**config.mk**
```make
export PLATFORM = sky130hd
export DESIGN_NAME = aes_round_sequencer_flat
export DESIGN_NICKNAME = d
export VERILOG_FILES = /design/src/rtl/aes_round_sequencer_pkg.sv /design/src/rtl/aes_round_sequencer_if.sv /design/src/rtl/aes_round_sequencer_step_gen.sv /design/src/rtl/aes_round_sequencer.sv /design/src/flat_wrapper.sv
export SDC_FILE = /design/constraint.sdc
export NUM_CORES = 1
export LEC_CHECK = 0
export BUFFER_PORTS_ARGS = -buffer_cell sky130_fd_sc_hd__buf_2
export CAP_MARGIN = 40
export CORE_AREA = 2 2 209 211
export CTS_CLUSTER_SIZE = 14
export DETAILED_ROUTE_END_ITERATION = 7
export DIE_AREA = 0 0 211 213
export PLACE_DENSITY = 0.59
export SLEW_MARGIN = 20
export SYNTH_ARGS = -nofsm -noshare
export SYNTH_HDL_FRONTEND = slang
export SYNTH_SLANG_ARGS = --single-unit
```
**constraint.sdc**
```tcl
create_clock -name clk -period 29.1 [get_ports clk]
set_input_delay 4.365 -clock clk [delete_from_list [all_inputs] [get_ports clk]]
set_output_delay 4.365 -clock clk [all_outputs]
set_load 0.01 [all_outputs]
```
**src/rtl/aes_round_sequencer_pkg.sv**
```systemverilog
// Shared encodings for the AES round sequencer: key-size modes, phases,
// and the round-count lookup used when a run is started.
package aes_seq_pkg;

    localparam logic [1:0] MODE_128 = 2'd0;
    localparam logic [1:0] MODE_192 = 2'd1;
    localparam logic [1:0] MODE_256 = 2'd2;
    localparam logic [1:0] MODE_ILL = 2'd3;

    localparam logic [1:0] PH_IDLE = 2'd0;
    localparam logic [1:0] PH_ENC  = 2'd1;
    localparam logic [1:0] PH_DEC  = 2'd2;
    localparam logic [1:0] PH_DONE = 2'd3;

    localparam int NR_128_DEF = 10;
    localparam int NR_192_DEF = 12;
    localparam int NR_256_DEF = 14;

    // Round count for a key-size mode; the illegal mode maps to zero rounds.
    function automatic int nr_of(input logic [1:0] mode,
                                 input int n128 = NR_128_DEF,
                                 input int n192 = NR_192_DEF,
                                 input int n256 = NR_256_DEF);
        case (mode)
            MODE_128: return n128;
            MODE_192: return n192;
            MODE_256: return n256;
            default:  return 0;
        endcase
    endfunction

endpackage

```
**src/rtl/aes_round_sequencer_if.sv**
```systemverilog
// Control/data bundle between the front end / datapath and the sequencer.
// master = front end + external datapath, slave = sequencer.
interface aes_round_sequencer_if #(
    parameter int DATA_W = 128,
    parameter int CNT_W  = 5
);
    logic [1:0]        mode_i;
    logic              start_i;
    logic              step_i;
    logic              abort_i;
    logic [DATA_W-1:0] pt_i;
    logic [DATA_W-1:0] enc_blk_i;
    logic [DATA_W-1:0] dec_blk_i;
    logic [1:0]        mode_o;
    logic [1:0]        phase_o;
    logic [CNT_W-1:0]  round_o;
    logic [DATA_W-1:0] data_o;
    logic              busy_o;
    logic              done_o;
    logic              match_o;
    logic              err_o;

    modport master (
        output mode_i, start_i, step_i, abort_i, pt_i, enc_blk_i, dec_blk_i,
        input  mode_o, phase_o, round_o, data_o, busy_o, done_o, match_o, err_o
    );

    modport slave (
        input  mode_i, start_i, step_i, abort_i, pt_i, enc_blk_i, dec_blk_i,
        output mode_o, phase_o, round_o, data_o, busy_o, done_o, match_o, err_o
    );
endinterface

```
**src/rtl/aes_round_sequencer_step_gen.sv**
```systemverilog
// Step pulse generator: rising-edge detector on the synchronised button, or,
// when AES_SEQ_AUTO_STEP_EN is defined, a free-running divider that fires one
// pulse every AUTO_DIV clocks while the sequencer is busy.
module aes_step_gen #(
    parameter int AUTO_DIV = 50000000
) (
    input  logic clk,
    input  logic reset_n,
    input  logic step_i,
    input  logic busy_i,
    input  logic reload_i,
    output logic step_o
);
`ifdef AES_SEQ_AUTO_STEP_EN
    localparam int DIV_W = $clog2(AUTO_DIV + 1);

    logic [DIV_W-1:0] div_cnt;
    wire              unused_step = step_i;

    // Count down while busy; reload on run start/abort and after each pulse.
    always_ff @(posedge clk) begin
        if (!reset_n || reload_i) begin
            div_cnt <= DIV_W'(AUTO_DIV - 1);
        end else if (busy_i) begin
            if (div_cnt == '0) div_cnt <= DIV_W'(AUTO_DIV - 1);
            else               div_cnt <= div_cnt - DIV_W'(1);
        end
    end

    assign step_o = busy_i && (div_cnt == '0);
`else
    localparam int unused_div = AUTO_DIV;

    logic step_q;
    wire  unused_ctl = busy_i ^ reload_i;

    // Remember last button level so a held button yields a single pulse.
    always_ff @(posedge clk) begin
        if (!reset_n) step_q <= 1'b0;
        else          step_q <= step_i;
    end

    assign step_o = step_i & ~step_q;
`endif
endmodule

```
**src/rtl/aes_round_sequencer.sv**
```systemverilog
// AES round sequencer: walks one block through encryption then decryption,
// one round per step, presenting the round index to the external round-output
// muxes and capturing each round result one clock later.
// Optional build macro: AES_SEQ_AUTO_STEP_EN (internal timed stepping).
module aes_round_sequencer
    import aes_seq_pkg::*;
#(
    parameter int DATA_W   = 128,
    parameter int NR_128   = 10,
    parameter int NR_192   = 12,
    parameter int NR_256   = 14,
    parameter int CNT_W    = 5,
    parameter int AUTO_DIV = 50000000
) (
    input logic                  clk,
    input logic                  reset_n,
    aes_round_sequencer_if.slave bus
);
    logic [1:0]        phase;
    logic [1:0]        mode_q;
    logic [CNT_W-1:0]  round;
    logic [CNT_W-1:0]  nr;
    logic [DATA_W-1:0] data_q;
    logic [DATA_W-1:0] pt_q;
    logic              pend;
    logic              match_q;
    logic              err_q;
    logic              busy;
    logic              step_pulse;
    logic              start_ok;

    assign busy     = (phase == PH_ENC) || (phase == PH_DEC);
    assign start_ok = bus.start_i && !bus.abort_i && !busy && (bus.mode_i != MODE_ILL);

    aes_step_gen #(.AUTO_DIV(AUTO_DIV)) u_step_gen (
        .clk      (clk),
        .reset_n  (reset_n),
        .step_i   (bus.step_i),
        .busy_i   (busy),
        .reload_i (start_ok || (bus.abort_i && busy)),
        .step_o   (step_pulse)
    );

    // Sequencer FSM: abort > start > capture > step; a step that lands while a
    // capture is pending is dropped because the capture branch wins.
    always_ff @(posedge clk) begin
        if (!reset_n) begin
            phase   <= PH_IDLE;
            mode_q  <= MODE_128;
            round   <= '0;
            data_q  <= '0;
            pend    <= 1'b0;
            match_q <= 1'b0;
            err_q   <= 1'b0;
        end else if (bus.abort_i) begin
            if (busy) begin
                phase <= PH_IDLE;
                round <= '0;
                pend  <= 1'b0;
            end
        end else if (bus.start_i && !busy) begin
            if (bus.mode_i == MODE_ILL) begin
                err_q <= 1'b1;
            end else begin
                mode_q  <= bus.mode_i;
                nr      <= CNT_W'(nr_of(bus.mode_i, NR_128, NR_192, NR_256));
                pt_q    <= bus.pt_i;
                data_q  <= bus.pt_i;
                round   <= '0;
                pend    <= 1'b0;
                match_q <= 1'b0;
                err_q   <= 1'b0;
                phase   <= PH_ENC;
            end
        end else if (pend) begin
            pend <= 1'b0;
            if (phase == PH_ENC) begin
                data_q <= bus.enc_blk_i;
            end else begin
                data_q <= bus.dec_blk_i;
                if (round == nr) begin
                    phase   <= PH_DONE;
                    match_q <= (bus.dec_blk_i == pt_q);
                end
            end
        end else if (step_pulse && busy) begin
            if (round < nr) begin
                round <= round + CNT_W'(1);
                pend  <= 1'b1;
            end else if (phase == PH_ENC) begin
                phase <= PH_DEC;
                round <= CNT_W'(1);
                pend  <= 1'b1;
            end
        end
    end

    assign bus.mode_o  = mode_q;
    assign bus.phase_o = phase;
    assign bus.round_o = round;
    assign bus.data_o  = data_q;
    assign bus.busy_o  = busy;
    assign bus.done_o  = (phase == PH_DONE);
    assign bus.match_o = match_q;
    assign bus.err_o   = err_q;
endmodule

```
**src/flat_wrapper.sv**
```systemverilog
// flat-port wrapper written by rule: the top's interface ports become plain ports
module aes_round_sequencer_flat import aes_seq_pkg::*;
#(
    parameter int DATA_W   = 128,
    parameter int NR_128   = 10,
    parameter int NR_192   = 12,
    parameter int NR_256   = 14,
    parameter int CNT_W    = 5,
    parameter int AUTO_DIV = 50000000
)
  (clk, reset_n, bus_mode_i, bus_start_i, bus_step_i, bus_abort_i, bus_pt_i, bus_enc_blk_i, bus_dec_blk_i, bus_mode_o, bus_phase_o, bus_round_o, bus_data_o, bus_busy_o, bus_done_o, bus_match_o, bus_err_o);
  aes_round_sequencer_if #(.DATA_W(DATA_W), .CNT_W(CNT_W)) bus_i ();
  input logic clk;
  input logic reset_n;
  input wire logic [$bits(bus_i.mode_i)-1:0] bus_mode_i;
  input wire logic [$bits(bus_i.start_i)-1:0] bus_start_i;
  input wire logic [$bits(bus_i.step_i)-1:0] bus_step_i;
  input wire logic [$bits(bus_i.abort_i)-1:0] bus_abort_i;
  input wire logic [$bits(bus_i.pt_i)-1:0] bus_pt_i;
  input wire logic [$bits(bus_i.enc_blk_i)-1:0] bus_enc_blk_i;
  input wire logic [$bits(bus_i.dec_blk_i)-1:0] bus_dec_blk_i;
  output wire logic [$bits(bus_i.mode_o)-1:0] bus_mode_o;
  output wire logic [$bits(bus_i.phase_o)-1:0] bus_phase_o;
  output wire logic [$bits(bus_i.round_o)-1:0] bus_round_o;
  output wire logic [$bits(bus_i.data_o)-1:0] bus_data_o;
  output wire logic [$bits(bus_i.busy_o)-1:0] bus_busy_o;
  output wire logic [$bits(bus_i.done_o)-1:0] bus_done_o;
  output wire logic [$bits(bus_i.match_o)-1:0] bus_match_o;
  output wire logic [$bits(bus_i.err_o)-1:0] bus_err_o;
  assign bus_i.mode_i = bus_mode_i;
  assign bus_i.start_i = bus_start_i;
  assign bus_i.step_i = bus_step_i;
  assign bus_i.abort_i = bus_abort_i;
  assign bus_i.pt_i = bus_pt_i;
  assign bus_i.enc_blk_i = bus_enc_blk_i;
  assign bus_i.dec_blk_i = bus_dec_blk_i;
  assign bus_mode_o = bus_i.mode_o;
  assign bus_phase_o = bus_i.phase_o;
  assign bus_round_o = bus_i.round_o;
  assign bus_data_o = bus_i.data_o;
  assign bus_busy_o = bus_i.busy_o;
  assign bus_done_o = bus_i.done_o;
  assign bus_match_o = bus_i.match_o;
  assign bus_err_o = bus_i.err_o;
  aes_round_sequencer #(.DATA_W(DATA_W), .NR_128(NR_128), .NR_192(NR_192), .NR_256(NR_256), .CNT_W(CNT_W), .AUTO_DIV(AUTO_DIV)) u_core (.clk(clk), .reset_n(reset_n), .bus(bus_i));
endmodule
```
-- Word-level counts from Yosys, hierarchy flattened
Index checks and enable logic that the tools add are counted.
- flip-flop bits (word level): 274
- bits of input ports: 391
- add/sub/neg operators: 1
- order comparisons: 1
- multiplexer cells: 36
- bitwise operators: 4
- eq/ne operators: 16
- reduce and logical (&&, ||, !) cells: 19
- operators by type and width (cell ; number):
    two-way mux 128 bit ; 4
    == test 128 bit ; 1
    two-way mux 5 bit ; 8
    two-way mux 2 bit ; 10
    two-way mux 1 bit ; 13
    case mux 4 bit (3 select lines) ; 1
    nonzero test 4 bit ; 3
    AND reduction 5 bit ; 2
    == test 2 bit, second input constant ; 4
    != test 4 bit, second input constant ; 2
    AND reduction 7 bit ; 1
    != test 3 bit, second input constant ; 2
    AND reduction 3 bit ; 2
    adder 5 x 1 -> 5 bit, second input constant ; 1
    == test 5 bit ; 1
    < comparator 5 bit ; 1
    == test 2 x 1 -> 1 bit, second input constant ; 2
    != test 2 bit, second input constant ; 2
    != test 4 x 2 -> 1 bit, second input constant ; 1
    AND reduction 2 bit ; 2
    AND reduction 4 bit ; 1
    nonzero test 2 bit ; 2
    NOT 1 bit ; 3
    nonzero test 3 bit ; 1
    other kinds (6) ; 7

-- Depth between registers and ports, before layout
- depth after elaboration: 7
- depth in mapped cells: 9
- gate-level depth less buffers: 8

-- Cells and area by module
A second synthesis with hierarchy kept.
- cells, all modules: 1325
- area total of the unflattened synthesis: 13100.1 um^2
- by module, submodules not included (module ; sequential area each (um^2) ; instances ; cells each ; area each (um^2)):
    aes_round_sequencer ; 6736.5 ; 1 ; 1322 ; 13060.0
    aes_step_gen ; 20.0 ; 1 ; 3 ; 40.0

-- Worst setup path before layout
No wires, ideal clock.
- kind: input to register
- start: input port bus_start_i
- end: register u_core.nr[1] (enable)
- path slack: 10.861 ns
- data arrival time: 17.282 ns
- stages on the path: 5
- required time: 28.143 ns
- cells stage by stage: nand2_1 > buf_2 > buf_2 > buf_1 > nor4_1
- word-level cells in the longest chain between the ends: 2
- ends and longest elaborated chain (what ; line ; text):
    from (decl) ; flat_wrapper.sv:16 ; input wire logic [$bits(bus_i.start_i)-1:0] bus_start_i;
    logical AND 1 bit ; aes_round_sequencer.sv:61 ; end else if (bus.start_i && !busy) begin
    AND reduction 4 bit (no line) ; - ;
    to (signal assigned) ; aes_round_sequencer.sv:66 ; nr <= CNT_W'(nr_of(bus.mode_i, NR_128, NR_192, NR_256));
    to (decl) ; aes_round_sequencer.sv:22 ; logic [CNT_W-1:0] nr;
No other way between the ends.
A chain may end at the register's enable or synchronous reset.

-- Final worst setup path
- start: input port bus_mode_i[1]
- end: register u_core.data_q[12] (netlist: u_core.bus.data_o[12])
- word-level cells in the longest chain between the ends: 3
- ends and longest elaborated chain (what ; line ; text):
    from (decl) ; flat_wrapper.sv:15 ; input wire logic [$bits(bus_i.mode_i)-1:0] bus_mode_i;
    == test 2 bit ; aes_round_sequencer.sv:62 ; if (bus.mode_i == MODE_ILL) begin
    != test 2 bit (no line) ; - ;
    AND reduction 3 bit (no line) ; - ;
    to (signal assigned) ; aes_round_sequencer.sv:68 ; data_q <= bus.pt_i;
    to (signal assigned) ; aes_round_sequencer.sv:78 ; data_q <= bus.enc_blk_i;
    to (signal assigned) ; aes_round_sequencer.sv:80 ; data_q <= bus.dec_blk_i;
    to (decl) ; aes_round_sequencer.sv:23 ; logic [DATA_W-1:0] data_q;
No other way between the ends.

==> metrics.yaml <==
status:
  outcome: "complete, no violations"
drt:
  drt_iter0_markers: 1071
  firstDrtPassIters: 8
  wl_per_cell_um: 24.71
  via_per_inst: 5.212
  wirelength_um: 59330
  ant_nets: 0
  vias: 12510
  drc: 0
yosys:
  synth_most_common_cell: "nand2_1"
  synth_edf_count: 131
  syn-num-nets: 1728
  synthCells: 1327
  yosysWarnings: 0
  ys_seq_elements: 272
  avgSynthCellArea_um2: 9.896
  yosysTopAreaCell: "edfxtp_1"
  yosysTopAreaCellShare_pct: 29.96
  async_reset_ff_share_pct: 0
  syn-cell-area_mm2: 0.01313
  yosys-top-cells-count: "265 x nand2_1, 151 x o211ai_1, 141 x dfxtp_1"
  synth-main-ff-cell: "dfxtp_1"
  synth_cell_types: 49
  yosysSeqAreaShare_pct: 51.45
  ys_top_cells_by_area: "edfxtp_1 30%, dfxtp_1 21%, o211ai_1 8.6%"
min_path:
  hold_start: "u_core.bus.data_o[99]$_SDFFE_PN0P_"
  hp-class: "register to register"
clocking:
  post-cts-setup-buffers: 0
  cts_resized: 0
  clock_path_buffers: 3
  cts_buffers: 35
  insertion_delay_ps: 550
  cts-hold-fix-buffers: 0
  cts_root_buffer: "clkbuf_16"
  clk_pin_slew_ps: 60
  cts_tree: "yes"
  h-tree-depth: 2
  cts.sinks: 272
timing:
  setup_tns_ps: 0
  hold_viol: 0
  period_minus_slack_ps: 6623
  worst_pin_slew_ps: 880.7
  slew_headroom_pct: 41.29
  fmax_mhz: 151.0
  grt_setup_unrepaired: "no"
  slew_violations: 0
  post-route-period-util_pct: 22.76
  fin_skew_ps: 23.43
  setup_viol: 0
power_and_ir_drop:
  power_density_mw_per_mm2: 59.51
  p_leak_nw: 7.072
  peakVddDrop_mv: 0.02968
worst_setup_path:
  cp_slowest_cell: "buf_4"
  ff2ff_setup_slack_ps: 26020
  path_buf_inv: 3
  slowest_delay_ps: 740
  start_kind: "input pin"
  path_class: "input pin to register"
  crit_chain: "buf_2, ha_1, and3b_1, o21ai_4, buf_4, buf_4, nand2_1, a21oi_1"
  crit_top_cell: "buf_4"
  cp_max_fo: 66
  end_kind: "register"
  crit_family: "buffers and inverters"
  cp-startpoint: "bus_mode_i[1]"
  cp.arrival_ps: 7080
  required_ps: 29560
  r2r_start: "u_core.bus.phase_o[0]$_SDFFE_PN0P_"
floorplan:
  dieWidth_um: 211
  row_count: 76
  die_y_um: 213
  coreArea_mm2: 0.04270
  design.die.area_mm2: 0.04494
  initial_utilization_pct: 30.76
  ios: 532
placed_design:
  gp_congestion: 0.9046
  placed_area_mm2: 0.01634
  hpwl_um: 45720
  port_buffers: 531
global_routing:
  grt_max_degree: 132
  grt_first_pass_wirelength_um: 81470
  antenna_found_initial: 13
  grt-ovfl-total: 0
  grt_pass1_vias: 12140
  track_usage_pct: 25.28
layout:
  fin_area_mm2: 0.01748
  drive_gt1_share_pct: 33.17
  nNetsFinal: 2222
  area.growth.synth_to_final_pct: 33.13
  regArea_mm2: 0.006756
  fill_cells: 4305
  multi_input_area_mm2: 0.005804
job:
  maxCapViolations: 0
## per-layer routing
layer / routed length, um / track usage [%] / share of wire, %
met4: 1549 / 7.649 / 2.6
met3: 4272 / 5.574 / 7.2
met2: 28720 / 43.15 / 48
met5: 85 / 0 / 0.14
met1: 24710 / 31.94 / 42
## state kept, by name, summed over array words and instances (netlist names)
signal and flops:
u_core.bus.err_o 1, u_core.pend 1, u_core.pt_q 128, u_core.nr 3, u_core.bus.phase_o 2, u_core.u_step_gen.step_q 1
u_core.bus.mode_o 2, u_core.bus.round_o 5, u_core.bus.data_o 128, u_core.bus.match_o 1
## placed cells by master (no fill, tap or decap), types with 13 or more instances in the layout
cell type	netlist	routed
inv_1	65	64
dfxtp_1	141	141
nand4_1	20	20
xor2_1	20	20
xnor2_1	52	52
buf_2	27	531
mux2i_1	110	110
o211ai_1	151	151
nand2_1	265	264
edfxtp_1	131	131
clkbuf_16	0	36
a21oi_1	136	136
nor2_1	13	13
nor4_1	15	14
o22ai_1	20	20
## worst min-delay path, cell delays in order (launching register included)
cell and delay, ps:
dfxtp_1 300, nand2_1 50, a21oi_1 50
## power breakdown
group | leakage, nW | internal [mW] | switching (mW)
sequential | 2.34 | 0.421 | 0.00983
combinational | 4.18 | 0.0653 | 0.112
clock | 0.551 | 0.256 | 0.176
## through the flow
| stage | util [%] | power, mW | hold slack (ps) | cells | setup WS [ps] |
|---|---|---|---|---|---|
| after detailed placement | 38.27 | 0.6169 | 441.6 | 2330 | 21930 |
| after global placement | 38.03 | 0.6132 | 439.4 | 2325 | 21960 |
| final | 40.94 | 1.040 | 451.3 | 2401 | 22480 |
| after floorplan | - | 0.5288 | 473.5 | 1327 | 10860 |
| after CTS | 40.90 | 1.053 | 450.3 | 2394 | 22500 |
| after global routing | 40.94 | 1.081 | 466.7 | 2400 | 22350 |
## layout make-up
cell class | instances | share of cell area, %
well taps | 546 | 3.908
repair buffers | 546 | 16.29
diodes | 7 | 0.1002
clock inverters | 15 | 0.7658
clock buffers | 49 | 5.661
inverters | 65 | 1.424
flip-flops and latches | 272 | 38.65
multi-input cells | 901 | 33.20
## worst paths after layout
| kind | depth (start not counted) | end |
|---|---|---|
| worst min register to register | 2 | u_core.bus.data_o[99]$_SDFFE_PN0P_ |
| worst max-delay path | 8 | u_core.bus.data_o[12]$_SDFFE_PN0P_ |
| worst max register to register | 7 | u_core.bus.data_o[12]$_SDFFE_PN0P_ |
| worst min-delay path | 2 | u_core.bus.data_o[99]$_SDFFE_PN0P_ |
## kinds of logic after synthesis
group	share of synthesized area [%]
compound gates	17.99
simple gates	11.76
flops	51.45
buf+inv	4.659
mux	8.385
xor+xnor	4.802
fa+ha+maj	0.9528
No activity file was read; power rests on OpenSTA's default activity.
